## src/rtl/npu_out_writer_if.sv

```systemverilog
// Write-beat bus between the NPU output writer (master) and the memory sink (slave).
// A beat transfers on every rising edge where wr_en and wr_ready are both high.
interface npu_out_writer_if #(
    parameter int ADDR_WIDTH = 16,
    parameter int BEAT_WIDTH = 72
);
    logic                  wr_en;
    logic [ADDR_WIDTH-1:0] wr_addr;
    logic [BEAT_WIDTH-1:0] wr_data;
    logic                  wr_ready;

    modport master (output wr_en, wr_addr, wr_data, input wr_ready);
    modport slave  (input wr_en, wr_addr, wr_data, output wr_ready);
endinterface

```

## src/rtl/npu_out_writer.sv

```systemverilog
// Buffers NPU result vectors in a small FIFO and writes each one out as two
// half-vector beats at consecutive addresses, framed by a cfg_start / done pair.
module npu_out_writer #(
    parameter int NPU_OUT_NUM = 18,
    parameter int DATA_WIDTH  = 8,
    parameter int ADDR_WIDTH  = 16,
    parameter int FIFO_DEPTH  = 4
) (
    input  logic                              clk,
    input  logic                              rst,
    input  logic [NPU_OUT_NUM*DATA_WIDTH-1:0] NPU_data_in,
    input  logic                              NPU_data_valid_in,
    input  logic                              cfg_start,
    input  logic [ADDR_WIDTH-1:0]             cfg_base_addr,
    input  logic [15:0]                       cfg_pixel_num,
    npu_out_writer_if.master                  wr,
    output logic                              busy,
    output logic                              done,
    output logic                              overflow
);

    localparam int VEC_W  = NPU_OUT_NUM * DATA_WIDTH;
    localparam int BEAT_W = (NPU_OUT_NUM / 2) * DATA_WIDTH;
    localparam int PTR_W  = $clog2(FIFO_DEPTH);
    localparam int CNT_W  = PTR_W + 1;
    localparam logic [CNT_W-1:0] DEPTH_CNT = CNT_W'(FIFO_DEPTH);

    typedef enum logic [1:0] {
        IDLE = 2'd0,
        RUN  = 2'd1,
        DONE = 2'd2
    } state_t;

    state_t state;
    state_t state_next;

    logic [VEC_W-1:0]      mem [FIFO_DEPTH];
    logic [PTR_W-1:0]      wr_ptr;
    logic [PTR_W-1:0]      rd_ptr;
    logic [CNT_W-1:0]      count;
    logic                  beat_sel;
    logic [15:0]           pixel_num;
    logic [15:0]           push_cnt;
    logic [15:0]           pop_cnt;
    logic [ADDR_WIDTH-1:0] addr;
    logic [VEC_W-1:0]      head;

    logic fifo_empty;
    logic fifo_full;
    logic start_ok;
    logic want_push;
    logic push;
    logic drop;
    logic accept;
    logic pop;
    logic last_pop;

    assign start_ok   = cfg_start && (state == IDLE);
    assign fifo_empty = (count == '0);
    assign fifo_full  = (count == DEPTH_CNT);
    assign head       = mem[rd_ptr];

    assign accept   = !fifo_empty && wr.wr_ready;
    assign pop      = accept && beat_sel;
    assign last_pop = pop && ((pop_cnt + 16'd1) == pixel_num);

    // Vectors beyond the frame length are swallowed; they still never reach the FIFO.
    assign want_push = NPU_data_valid_in && (state == RUN) && (push_cnt < pixel_num);
    assign push      = want_push && (!fifo_full || pop);
    assign drop      = want_push && fifo_full && !pop;

    assign wr.wr_en   = !fifo_empty;
    assign wr.wr_addr = addr;
    assign wr.wr_data = fifo_empty ? '0
                      : (beat_sel ? head[BEAT_W +: BEAT_W] : head[BEAT_W-1:0]);

    always_ff @(posedge clk) begin
        if (rst) begin
            state <= IDLE;
        end else begin
            state <= state_next;
        end
    end

    always_comb begin
        state_next = state;
        busy       = 1'b0;
        done       = 1'b0;
        case (state)
            IDLE: begin
                if (cfg_start) begin
                    state_next = RUN;
                end
            end
            RUN: begin
                busy = 1'b1;
                if ((pixel_num == 16'd0) || last_pop) begin
                    state_next = DONE;
                end
            end
            DONE: begin
                done       = 1'b1;
                state_next = IDLE;
            end
            default: begin
                state_next = IDLE;
            end
        endcase
    end

    always_ff @(posedge clk) begin
        if (push) begin
            mem[wr_ptr] <= NPU_data_in;
        end
    end

    always_ff @(posedge clk) begin
        if (rst) begin
            wr_ptr    <= '0;
            rd_ptr    <= '0;
            count     <= '0;
            beat_sel  <= 1'b0;
            pixel_num <= '0;
            push_cnt  <= '0;
            pop_cnt   <= '0;
            addr      <= '0;
            overflow  <= 1'b0;
        end else begin
            if (start_ok) begin
                pixel_num <= cfg_pixel_num;
                addr      <= cfg_base_addr;
                push_cnt  <= '0;
                pop_cnt   <= '0;
                overflow  <= 1'b0;
            end
            if (want_push) begin
                push_cnt <= push_cnt + 16'd1;
            end
            if (push) begin
                wr_ptr <= wr_ptr + PTR_W'(1);
            end
            if (accept) begin
                addr     <= addr + ADDR_WIDTH'(1);
                beat_sel <= !beat_sel;
            end
            if (pop) begin
                rd_ptr  <= rd_ptr + PTR_W'(1);
                pop_cnt <= pop_cnt + 16'd1;
            end
            case ({push, pop})
                2'b10:   count <= count + CNT_W'(1);
                2'b01:   count <= count - CNT_W'(1);
                default: count <= count;
            endcase
            if (drop) begin
                overflow <= 1'b1;
            end
        end
    end

endmodule

```

## src/flat_wrapper.sv

```systemverilog
// flat-port wrapper written by rule: the top's interface ports become plain ports
module npu_out_writer_flat 
#(
    parameter int NPU_OUT_NUM = 18,
    parameter int DATA_WIDTH  = 8,
    parameter int ADDR_WIDTH  = 16,
    parameter int FIFO_DEPTH  = 4
)
  (clk, rst, NPU_data_in, NPU_data_valid_in, cfg_start, cfg_base_addr, cfg_pixel_num, busy, done, overflow, wr_wr_en, wr_wr_addr, wr_wr_data, wr_wr_ready);
  npu_out_writer_if #(.ADDR_WIDTH(ADDR_WIDTH), .BEAT_WIDTH((((18) / 2) * (8)))) wr_i ();
  input  logic clk;
  input  logic rst;
  input  logic [NPU_OUT_NUM*DATA_WIDTH-1:0] NPU_data_in;
  input  logic NPU_data_valid_in;
  input  logic cfg_start;
  input  logic [ADDR_WIDTH-1:0] cfg_base_addr;
  input  logic [15:0] cfg_pixel_num;
  output logic busy;
  output logic done;
  output logic overflow;
  output wire logic [$bits(wr_i.wr_en)-1:0] wr_wr_en;
  output wire logic [$bits(wr_i.wr_addr)-1:0] wr_wr_addr;
  output wire logic [$bits(wr_i.wr_data)-1:0] wr_wr_data;
  input wire logic [$bits(wr_i.wr_ready)-1:0] wr_wr_ready;
  assign wr_wr_en = wr_i.wr_en;
  assign wr_wr_addr = wr_i.wr_addr;
  assign wr_wr_data = wr_i.wr_data;
  assign wr_i.wr_ready = wr_wr_ready;
  npu_out_writer #(.NPU_OUT_NUM(NPU_OUT_NUM), .DATA_WIDTH(DATA_WIDTH), .ADDR_WIDTH(ADDR_WIDTH), .FIFO_DEPTH(FIFO_DEPTH)) u_core (.clk(clk), .rst(rst), .NPU_data_in(NPU_data_in), .NPU_data_valid_in(NPU_data_valid_in), .cfg_start(cfg_start), .cfg_base_addr(cfg_base_addr), .cfg_pixel_num(cfg_pixel_num), .wr(wr_i), .busy(busy), .done(done), .overflow(overflow));
endmodule
```

## config.mk

```make
export PLATFORM = sky130hd
export DESIGN_NAME = npu_out_writer_flat
export DESIGN_NICKNAME = d
export VERILOG_FILES = /design/src/rtl/npu_out_writer_if.sv /design/src/rtl/npu_out_writer.sv /design/src/flat_wrapper.sv
export SDC_FILE = /design/constraint.sdc
export NUM_CORES = 1
export LEC_CHECK = 0
export ABC_AREA = 1
export ABC_CLOCK_PERIOD_IN_PS = 7300
export CORE_UTILIZATION = 51
export CTS_CLUSTER_SIZE = 16
export DETAILED_ROUTE_END_ITERATION = 16
export GPL_ROUTABILITY_DRIVEN = 0
export HOLD_SLACK_MARGIN = 0.02
export PLACE_DENSITY = 0.76
export SLEW_MARGIN = 20
export SYNTH_ARGS = -nofsm -noshare
export SYNTH_HDL_FRONTEND = slang
export SYNTH_SLANG_ARGS = --single-unit
```

## constraint.sdc

```tcl
create_clock -name clk -period 7.3 [get_ports clk]
set_input_delay 0.73 -clock clk [delete_from_list [all_inputs] [get_ports clk]]
set_output_delay 0.73 -clock clk [all_outputs]
set_load 0.01 [all_outputs]
```

# Word-level counts from Yosys, hierarchy flattened
# Memories as Yosys holds them, arrays and structs flattened. A register that Yosys moved wholly into a read port is not among the register bits.
# Index checks and enable logic that the tools add are counted.
[op_classes]
add_sub_neg = 7
magnitude_cmp = 1
eq_ne = 8
mux = 19
n_reduce_logical = 24
[ops]
columns = ["operator", "n"]
rows = [
  ["2-to-1 mux 72 bit", 2],
  ["2-to-1 mux 16 bit", 5],
  ["adder 16 x 1 -> 16 bit, second input constant", 3],
  ["equality test 16 bit", 1],
  ["zero test 16 bit", 1],
  ["< comparator 16 bit", 1],
  ["nonzero test 2 bit", 5],
  ["logical AND 1 bit", 9],
  ["2-to-1 mux 2 bit", 4],
  ["2-to-1 mux 1 bit", 6],
  ["one-hot mux 3 bit (2 select lines)", 1],
  ["adder 2 x 1 -> 2 bit, second input constant", 2],
  ["equality test 2 x 1 -> 1 bit, second input constant", 2],
  ["equality test 2 bit, second input constant", 2],
  ["zero test 1 bit", 4],
  ["!= test 2 bit, second input constant", 2],
  ["one-hot mux 2 bit (2 select lines)", 1],
  ["adder 3 x 1 -> 3 bit, second input constant", 1],
  ["equality test 3 bit, second input constant", 1],
  ["zero test 3 bit", 1],
  ["subtractor 3 x 1 -> 3 bit, second input constant", 1],
  ["zero test 2 bit", 1],
  ["logical OR 1 bit", 2],
  ["AND reduction 2 bit", 1],
]
[word_totals]
reg_bits = 75
ramBits = 576
inputBits = 181
output_inout_bits = 92
elab_cells = 70
memories = 1
[memory_table]
columns = ["name", "depth", "word_bits", "read_ports", "rd_ports_with_merged_regs", "write_ports", "line", "text"]
rows = [
  ["u_core.mem", 4, 144, 1, 1, 1, "npu_out_writer.sv:37", "logic [VEC_W-1:0] mem [FIFO_DEPTH];"],
]

# Longest topological paths before layout
# Gate-level depths: netlist (run 1).
[logic_depth]
depth_word = 8
depth_mapped = 17
mapped_depth_nobuf = 17

# Least setup slack after synthesis (run 1)
# Ideal clock, no wire load.
[synth_timing]
kind = "reg2reg"
from = "register u_core.pixel_num[15]"
to = "memory u_core.mem[0][0] (netlist bit), enable pin"
setup_time_ns = 0.650
arrival_ns = 7.359
required_time_ns = 6.650
path_slack_ns = -0.709
stages_incl_launch_ff = 10
n_path_buf = 0
synth_period_minus_slack_ns = 8.009
cell_sequence = "dfxtp_1 -> inv_1 -> ha_1 -> nand2_1 -> inv_1 -> nand3_1 -> inv_1 -> a21oi_1 -> nand4_2 -> nor2_1"
[synth_between]
elab_chain_len = 5
[synth_lines]
columns = ["element", "line", "text"]
rows = [
  ["from (decl)", "npu_out_writer.sv:42", "logic [15:0] pixel_num;"],
  ["from (signal assigned)", "npu_out_writer.sv:130", "pixel_num <= cfg_pixel_num;"],
  ["< comparator 16 bit", "npu_out_writer.sv:68", "assign want_push = NPU_data_valid_in && (state == RUN) && (push_cnt < pixel_num);"],
  ["logical AND 1 bit", "npu_out_writer.sv:68", ""],
  ["logical AND 1 bit", "npu_out_writer.sv:69", "assign push = want_push && (!fifo_full || pop);"],
  ["2-to-1 mux 1 bit", "npu_out_writer.sv:112", "if (push) begin"],
  ["2-to-1 mux 1 bit (implied by the code)", "npu_out_writer.sv:113", "mem[wr_ptr] <= NPU_data_in;"],
  ["to (decl)", "npu_out_writer.sv:37", ""],
]
# No other way between the ends.

==> results of run 1 <==
## flip-flops by register name, summed over array words and instances (netlist names), named ones only
name / cells
u_core.beat_sel: 1
u_core.count: 3
u_core.mem: 576
u_core.overflow: 1
u_core.pixel_num: 16
u_core.pop_cnt: 16
u_core.push_cnt: 16
u_core.rd_ptr: 2
u_core.state: 2
u_core.wr.wr_addr: 16
u_core.wr_ptr: 2
## cell usage in the layout, fill, tap and decap left out, types with 11 or more instances in the layout
cell	count
clkdlybuf4s50_1	272
inv_1	75
clkinv_1	15
dfxtp_1	75
ha_1	22
o21ai_1	39
clkbuf_1	19
nand3_1	53
nor2_1	482
a21oi_1	71
nand2_1	172
o22ai_1	72
o21ai_0	361
clkbuf_16	71
a31oi_1	78
nand4_1	16
edfxtp_1	576
buf_4	11
## area by class of cell
cell class              instances  area, um^2  area share [%]
repair buffers                288        2900            9.00
diodes                          9        22.5          0.0700
inverters                      85         329            1.02
clock buffers                  90        1850            5.74
clock inverters                35         409            1.27
well taps                     680         851            2.64
flip-flops and latches        653       18800            58.5
multi-input cells            1438        6990            21.7
## cells by family (layout without fill, tap and decap cells)
| group | after synthesis | after routing | share of synthesized area [%] |
|---|---|---|---|
| AO/OA/AOI/OAI | 640 | 640 | 13.0 |
| flip-flops | 653 | 653 | 70.6 |
| buffers and inverters | 221 | 498 | 3.34 |
| AND/OR/NAND/NOR | 767 | 767 | 11.7 |
| adder cells (fa/ha/maj) | 23 | 23 | 1.11 |
| XOR/XNOR | 8 | 8 | 0.263 |
| other | 0 | 9 | 0 |
## worst max-delay path: stages, from the launching register on
cell and delay (ns):
dfxtp_4 0.56, inv_4 0.88, buf_4 0.65, o21ai_0 0.22, o22ai_1 0.18, o21ai_0 0.09
a31oi_1 0.38, clkdlybuf4s50_1 0.62
## power groups by stage
stage,Combinational [mW],Clock (mW),Sequential [mW]
finish,0.703,3.48,4.20
global route,0.758,3.68,4.20
CTS,0.702,3.53,4.19
detailed placement,0.696,0,4.27
global placement,0.681,0,4.27
floorplan,0.315,0,4.28
## per-stage QoR
step	util (%)	cells	setup WS, ns	instance area [um^2]	total power, mW
5_1_grt	62.5	3274	2.09	32200	8.64
3_3_place_gp	58.1	3144	2.96	29900	4.95
6_report	62.5	3278	2.31	32200	8.38
4_1_cts	62.4	3269	2.28	32200	8.43
2_1_floorplan	-	2312	-0.709	26700	4.60
3_5_place_dp	58.1	3144	2.94	29900	4.97
## layer usage
metal | track usage (%) | up-vias
li1 | - | 8802
met1 | 32.0 | 9297
met2 | 40.0 | 813
met3 | 6.29 | 122
met4 | 8.11 | 18
met5 | 0 | -
## worst paths after layout
check | cells past startpoint | startpoint | to
max | 7 | flop | wr_wr_data[7]
min | 2 | u_core.rd_ptr[0] | u_core.rd_ptr[0]
max reg2reg | 9 | u_core.count[1] | u_core.mem[1][64]
min reg2reg | 2 | u_core.rd_ptr[0] | u_core.rd_ptr[0]
==> impl_summary.md, run 1 <==
Drt
The detailed router used layers up to and including met5. Detailed routing placed a total of 32.2 mm of wire on met2. After detailed routing, the number of remaining DRC violations is 0. The initial DRC count is 1,922. The total wirelength of the detailed-routed design is 66.2 mm. The first detailed-routing pass took 7 iterations. After detailed routing, the wire length on met1 is 26.6 mm. Using the TritonRoute via totals, the vias-per-cell ratio works out to 5.81. In the detailed route, the total length drawn on met3 is 5.91 mm. The number of vias after detailed routing is 19,100. In this run the remaining antenna-violating nets after routing total 0.

The routed wire length per instance is 20.2 um.

Setup path
STA classifies the critical path endpoint as an output port. The maximum fanout encountered on the critical timing path is 96. In this run the register-to-register setup slack is 3.71 ns.

For the worst setup path, the data required time is 6.57 ns. The arrival time at the worst endpoint is 4.26 ns. STA classifies the critical path startpoint as a flop. The critical path in this run is classified as reg -> out.

STA
The worst hold slack after final layout is 0.474 ns. The final number of max-transition violations is 0. Setup violations remaining at the end of the flow were counted as 0. For the pin with the worst max-slew slack, the measured transition is 1.11 ns. In this run the tightest slew margin relative to its limit is 26.2%. The total count of hold-check failures in the final report is 0.

The post-layout minimum cycle time is 4.99 ns. Based on the critical path, the design can be clocked at up to 200 MHz. The post-route fraction of the period consumed by the critical path is 68.3%. The worst clock skew is 0.0131 ns. The sum of negative setup slack is 0 ns. Setup repair after global routing left no endpoint under its margin.

Yosys
By area the synthesized netlist is led by edfxtp_1, nor2_1, o21ai_0. After synthesis the netlist holds a flip-flop and latch count of 653. The sequential share of the synthesized area is 70.6%. The number of different library cells used by synthesis comes to 46.

The yosys synthesis warning count is 0. The most common cell in the synthesized netlist is edfxtp_1. The netlist area before placement is 0.0267 mm^2. Synthesis produced 2,312 cells. The portion of synthesized cell area occupied by the leading cell type is 64.8%. The biggest area contributor in the post-synthesis netlist is edfxtp_1. Among all flip-flop cells after synthesis, the most frequent one is edfxtp_1. The post-synthesis average cell area is 11.5 um^2. By count the netlist is led by edfxtp_1, nor2_1, o21ai_0, nand2_1, clkbuf_1. Synthesis produced a netlist with a net count of 2,516. The number of flops mapped to enable cells by yosys is 576. The share of flip-flops with an asynchronous set or reset is 0%.

Cells and area
The growth of design area from synthesis to finish is 20.6%. The number of nets at the end of the flow is 2,739. The share of cells above drive strength 1 is 5.95%. The total of fill cells in the finished design is 3,948.

Global routing
The first global-routing pass estimated 102 mm of wire. Global routing used 24.5% of the available tracks across all layers. Summed over all layers, the global routing overflow is 0. The number of global-route vias before repair is 18,700. The number of antenna violations at the first check in global routing is 17.

The pin count of the biggest net entering global routing is 145.

Run status
The flow ran to the end, and the final reports show no timing, DRC or antenna violations.

Clock network
The root buffer cell is clkbuf_16. The clock tree from TritonCTS is yes. The number of clock sinks is 653. The clock transition at the registers of the reported paths is 0.06 ns. The H-tree depth reported by CTS is 3. In this run, CTS created clock tree buffers numbering 69. After clock tree synthesis, the repair step resized 0 gates. The number of hold buffers added after CTS was 0. After clock tree synthesis, the setup repair step added 0 buffers. The deepest clock path buffer count is 3. At the later pin of the worst-skew pair, clock insertion delay measures 0.61 ns.

Floorplanning
The die width is 231 um. The floorplan die height is 231 um. The floorplan step defined a core boundary enclosing 0.0515 mm^2. Row generation in the floorplan step produced 83 rows. The floorplan step defined a die boundary enclosing 0.0532 mm^2.

The number of I/O pins is 273. For this configuration, the core starts out at a cell density of 51.8%.

Power
Per report_power, the clock group accounts for 41.6% of the total. The internal portion of the total power is 6.50 mW. Net switching is 22.5% of the power.

Summed over all nets, the switching power comes to 1.88 mW. The part of the power in combinational logic is 8.4%. The part of the power in registers is 50.1%. The worst vdd rail ir drop is 0.199 mV.

In this run the power density over the cells is 260 mW/mm^2. The leakage power of the design is 10.7 nW.

Job
The max-capacitance violation count is 0.

Placement
Detailed placement ended at an HPWL of 37.2 mm. During placement, the flow inserted port buffers numbering 272.

Min path
The classification of the worst-slack hold path is reg -> reg.
(Power assumes the default switching activity.)
==> run 2: changes to the inputs <==
--- a/config.mk
+++ b/config.mk
@@ -6,7 +6,7 @@
 export NUM_CORES = 1
 export LEC_CHECK = 0
 export ABC_AREA = 1
-export ABC_CLOCK_PERIOD_IN_PS = 7300
+export ABC_CLOCK_PERIOD_IN_PS = 4250
 export CORE_UTILIZATION = 51
 export CTS_CLUSTER_SIZE = 16
 export DETAILED_ROUTE_END_ITERATION = 16
==> constraint.sdc (replaced) <==
create_clock -name clk -period 4.25 [get_ports clk]
set_input_delay 0.425 -clock clk [delete_from_list [all_inputs] [get_ports clk]]
set_output_delay 0.425 -clock clk [all_outputs]
set_load 0.01 [all_outputs]
==> run 2 against run 1 <==
  * Combinational power rose by 76%
  * Flip-flop and latch count is the same
  * Critical path depth fell by 1
  * Total power increased by 69%
  * Highest routed layer unchanged
  * Utilization grew 0.28 points
  * Global-route usage hardly changed
==> impl_summary.md, run 2 (synthesized netlist as in run 1, its figures left out) <==
STA
The actual slew at the worst max-slew pin is 1.09 ns (-0.0224 ns). The worst path needs 3.92 ns of the cycle, external delays included. The number of setup violations in the final report is 0 (unchanged). Setup repair after global routing left no endpoint under its margin.

Of the available clock period, the critical path in the final layout requires 92.2%. The final number of max-transition violations is 0 (unchanged). The tightest slew margin relative to the limit was 27.2% (+1.0 points). The worst clock skew is 0.0259 ns (+0.0129 ns).

The achievable frequency is 255 MHz. The total count of hold-check failures in the final report came to 0 (unchanged).

Run status
The flow ran to the end, and the final reports show no timing, DRC or antenna violations.

Clock network
The number of clock sinks is 653 (unchanged). The clock transition at the registers of the reported paths is 0.06 ns (about the same). The number of buffers inserted for hold repair after clock tree synthesis is 0 (unchanged). The clock latency on the worst-skew pair was 0.59 ns (-0.02 ns). The number of post-CTS setup repair buffers was 0 (unchanged). TritonCTS built the clock tree. The number of instances resized during post-cts repair was 0 (unchanged). The number of buffers inserted during clock tree synthesis was 68 (-1.4%).

The root buffer cell is clkbuf_16. The H-tree depth reported by CTS is 3 (unchanged). The deepest clock path buffer count was 3 (unchanged).

Job
The max-capacitance violation count was 0 (unchanged).

Drt
The total wirelength of the detailed-routed design was 65.9 mm (-0.47%). The met1 routed wirelength after detailed routing was 27.1 mm (+1.7%). The total DRC errors in the routed layout is 0 (unchanged). The initial DRC count came to 2,019 (+5.0%).

The routed wire length per instance is 20.0 um (-0.83%). The wire length on met2 is 31.9 mm (-0.94%). The mean number of vias per cell is 5.75 (-1.0%). The number of vias after detailed routing is 18,900 (-0.65%). The highest routing layer actually used is met5. The number of iterations in the first detailed-routing pass is 5 (-2). The met3 routed wirelength is 5.32 mm (-9.9%).

The count of nets left with antenna violations after detail routing is 0 (unchanged).

Cells and area
The final design area excluding fillers is 0.0323 mm^2 (+0.45%). The final non-filler cell total is 3,290 (+0.37%). The number of nets at the end of the flow is 2,757 (+0.66%). The share of cells above drive strength 1 was 6.64% (+0.70 points). Leaving out fill and tap cells, the most frequent cell in the layout is edfxtp_1. The flip-flop count of the largest register after layout is 576 (unchanged).

The library cells used most frequently in the layout, excluding fill and tap cells, are edfxtp_1, nor2_1, o21ai_0, clkdlybuf4s50_1, nand2_1. Counting flops per register, the top entry is u_core.mem. The area taken by flip-flops and latches was 0.0188 mm^2 (unchanged). The area of combinational cells with multiple inputs is 0.00699 mm^2 (unchanged). The post-route core utilization is 62.8% (+0.28 points). The total of fill cells in the finished design is 3,822 (-3.2%). Relative to the synthesized area, the layout overhead comes to 21.2%.

Min path
The number of stages on the worst hold path was 3 (+1). The worst hold path terminates at u_core.wr.wr_addr[6]. The startpoint of the most critical hold path is cfg_base_addr[6]. In this run the worst hold path is classified as in -> reg.

Setup path
The reg-to-reg startpoint is u_core.pixel_num[11]. The startpoint-to-endpoint class of the critical path is reg -> out. The maximum fanout encountered on the critical timing path is 60 (-38%). The data required time at the worst endpoint came to 3.83 ns (-2.74 ns).

The slack of the worst reg-to-reg path came to 1.14 ns (-2.57 ns). The length in cells of the worst reg-to-reg path is 8 (-1). The destination of the worst register-to-register timing path is u_core.mem[1][134]. The arrival time at the worst endpoint was 3.49 ns (-0.77 ns). The launching element type of the critical path is a flop. The worst setup path is captured at an output port.

Global routing
The pin count of the biggest net entering global routing is 160 (+10%). The number of global-route vias before repair is 18,600 (-0.80%). The residual overflow from global routing is 0 (unchanged). The number of antenna violations at the first check in global routing is 18 (+1). The global-route usage over all layers is 24.5% (+0.041 points). The wire length of the first global-routing pass is 102 mm (+0.35%).

Floorplanning
The effective utilization at floorplan is 51.8% (unchanged). The area of the core is 0.0515 mm^2 (unchanged). The number of I/O pins is 273 (unchanged). The die width is 231 um (unchanged). The floorplan die height is 231 um (unchanged). The die area is 0.0532 mm^2 (unchanged).

The number of placement rows was 83 (unchanged).

Placement
The placed wire-length estimate was 38.6 mm (+3.8%). The instance area at placement was 0.0302 mm^2 (+0.94%). The count of input and output buffers is 272 (unchanged).

The number of cells after detailed placement was 3,163 (+0.60%).

Power
The worst vdd rail ir drop is 0.415 mV (+110%). The leakage power of the design is 10.8 nW (+0.74%). The power after layout is 14.2 mW (+69%). The areal power density over the cells was 438 mW/mm^2 (+68%).
run 2: cell count changes in the layout (fill, tap and decap cells not counted), moves of 2 or more:
cell / before / now
clkinv_1: 15 / 22
bufinv_16: 7 / 5
clkbuf_1: 19 / 9
clkinv_2: 7 / 10
clkinvlp_4: 1 / 4
inv_16: 2 / 0
buf_12: 4 / 15
diode_2: 9 / 6
buf_4: 11 / 20
run 2: area by class of cell:
cell class              instances  share of cell area (%)
clock buffers                  80                    5.60
well taps                     680                    2.63
repair buffers                307                    9.81
flip-flops and latches        653                    58.3
multi-input cells            1438                    21.6
clock inverters                41                   0.998
inverters                      85                    1.02
diodes                          6                  0.0464
run 2: worst max path at each step:
| stage | from | to |
|---|---|---|
| 2_1_floorplan | u_core.pixel_num[15] | u_core.mem[0][0] |
| 3_3_place_gp | flop | wr_wr_data[48] |
| 3_5_place_dp | flop | wr_wr_data[48] |
| 4_1_cts | flop | wr_wr_data[48] |
| 5_1_grt | flop | wr_wr_data[48] |
| 6_report | flop | wr_wr_data[53] |
run 2: critical path, stage by stage (launching register included):
cell and delay [ns]:
dfxtp_4 0.83, buf_4 0.57, o21ai_0 0.21, o22ai_1 0.20
o21ai_1 0.09, a31oi_1 0.37, clkdlybuf4s50_1 0.62
run 2: metal layers:
layer / up-vias / GRT usage (%)
li1: 8834 / -
met3: 116 / 5.39
met5: - / 0
met4: 22 / 8.40
met1: 9172 / 33.0
met2: 785 / 39.6
run 2: metrics by stage:
stage | setup TNS [ns] | hold slack [ns] | setup WS, ns
after floorplan | -784.62 | 0.449 | -1.36
after global placement | 0 | 0.460 | 0.939
after detailed placement | 0 | 0.469 | 0.954
after CTS | 0 | 0.415 | 0.302
after global routing | 0 | 0.447 | 0.175
final | 0 | 0.443 | 0.333
run 2: power by group:
group / leakage, nW / total [mW] / switching (mW) / internal [mW]
clock network: 1.04 / 5.73 / 2.38 / 3.34
logic: 3.93 / 1.24 / 0.717 / 0.519
registers: 5.83 / 7.20 / 0.0692 / 7.13
total: 10.8 / 14.2 / 3.17 / 11.0
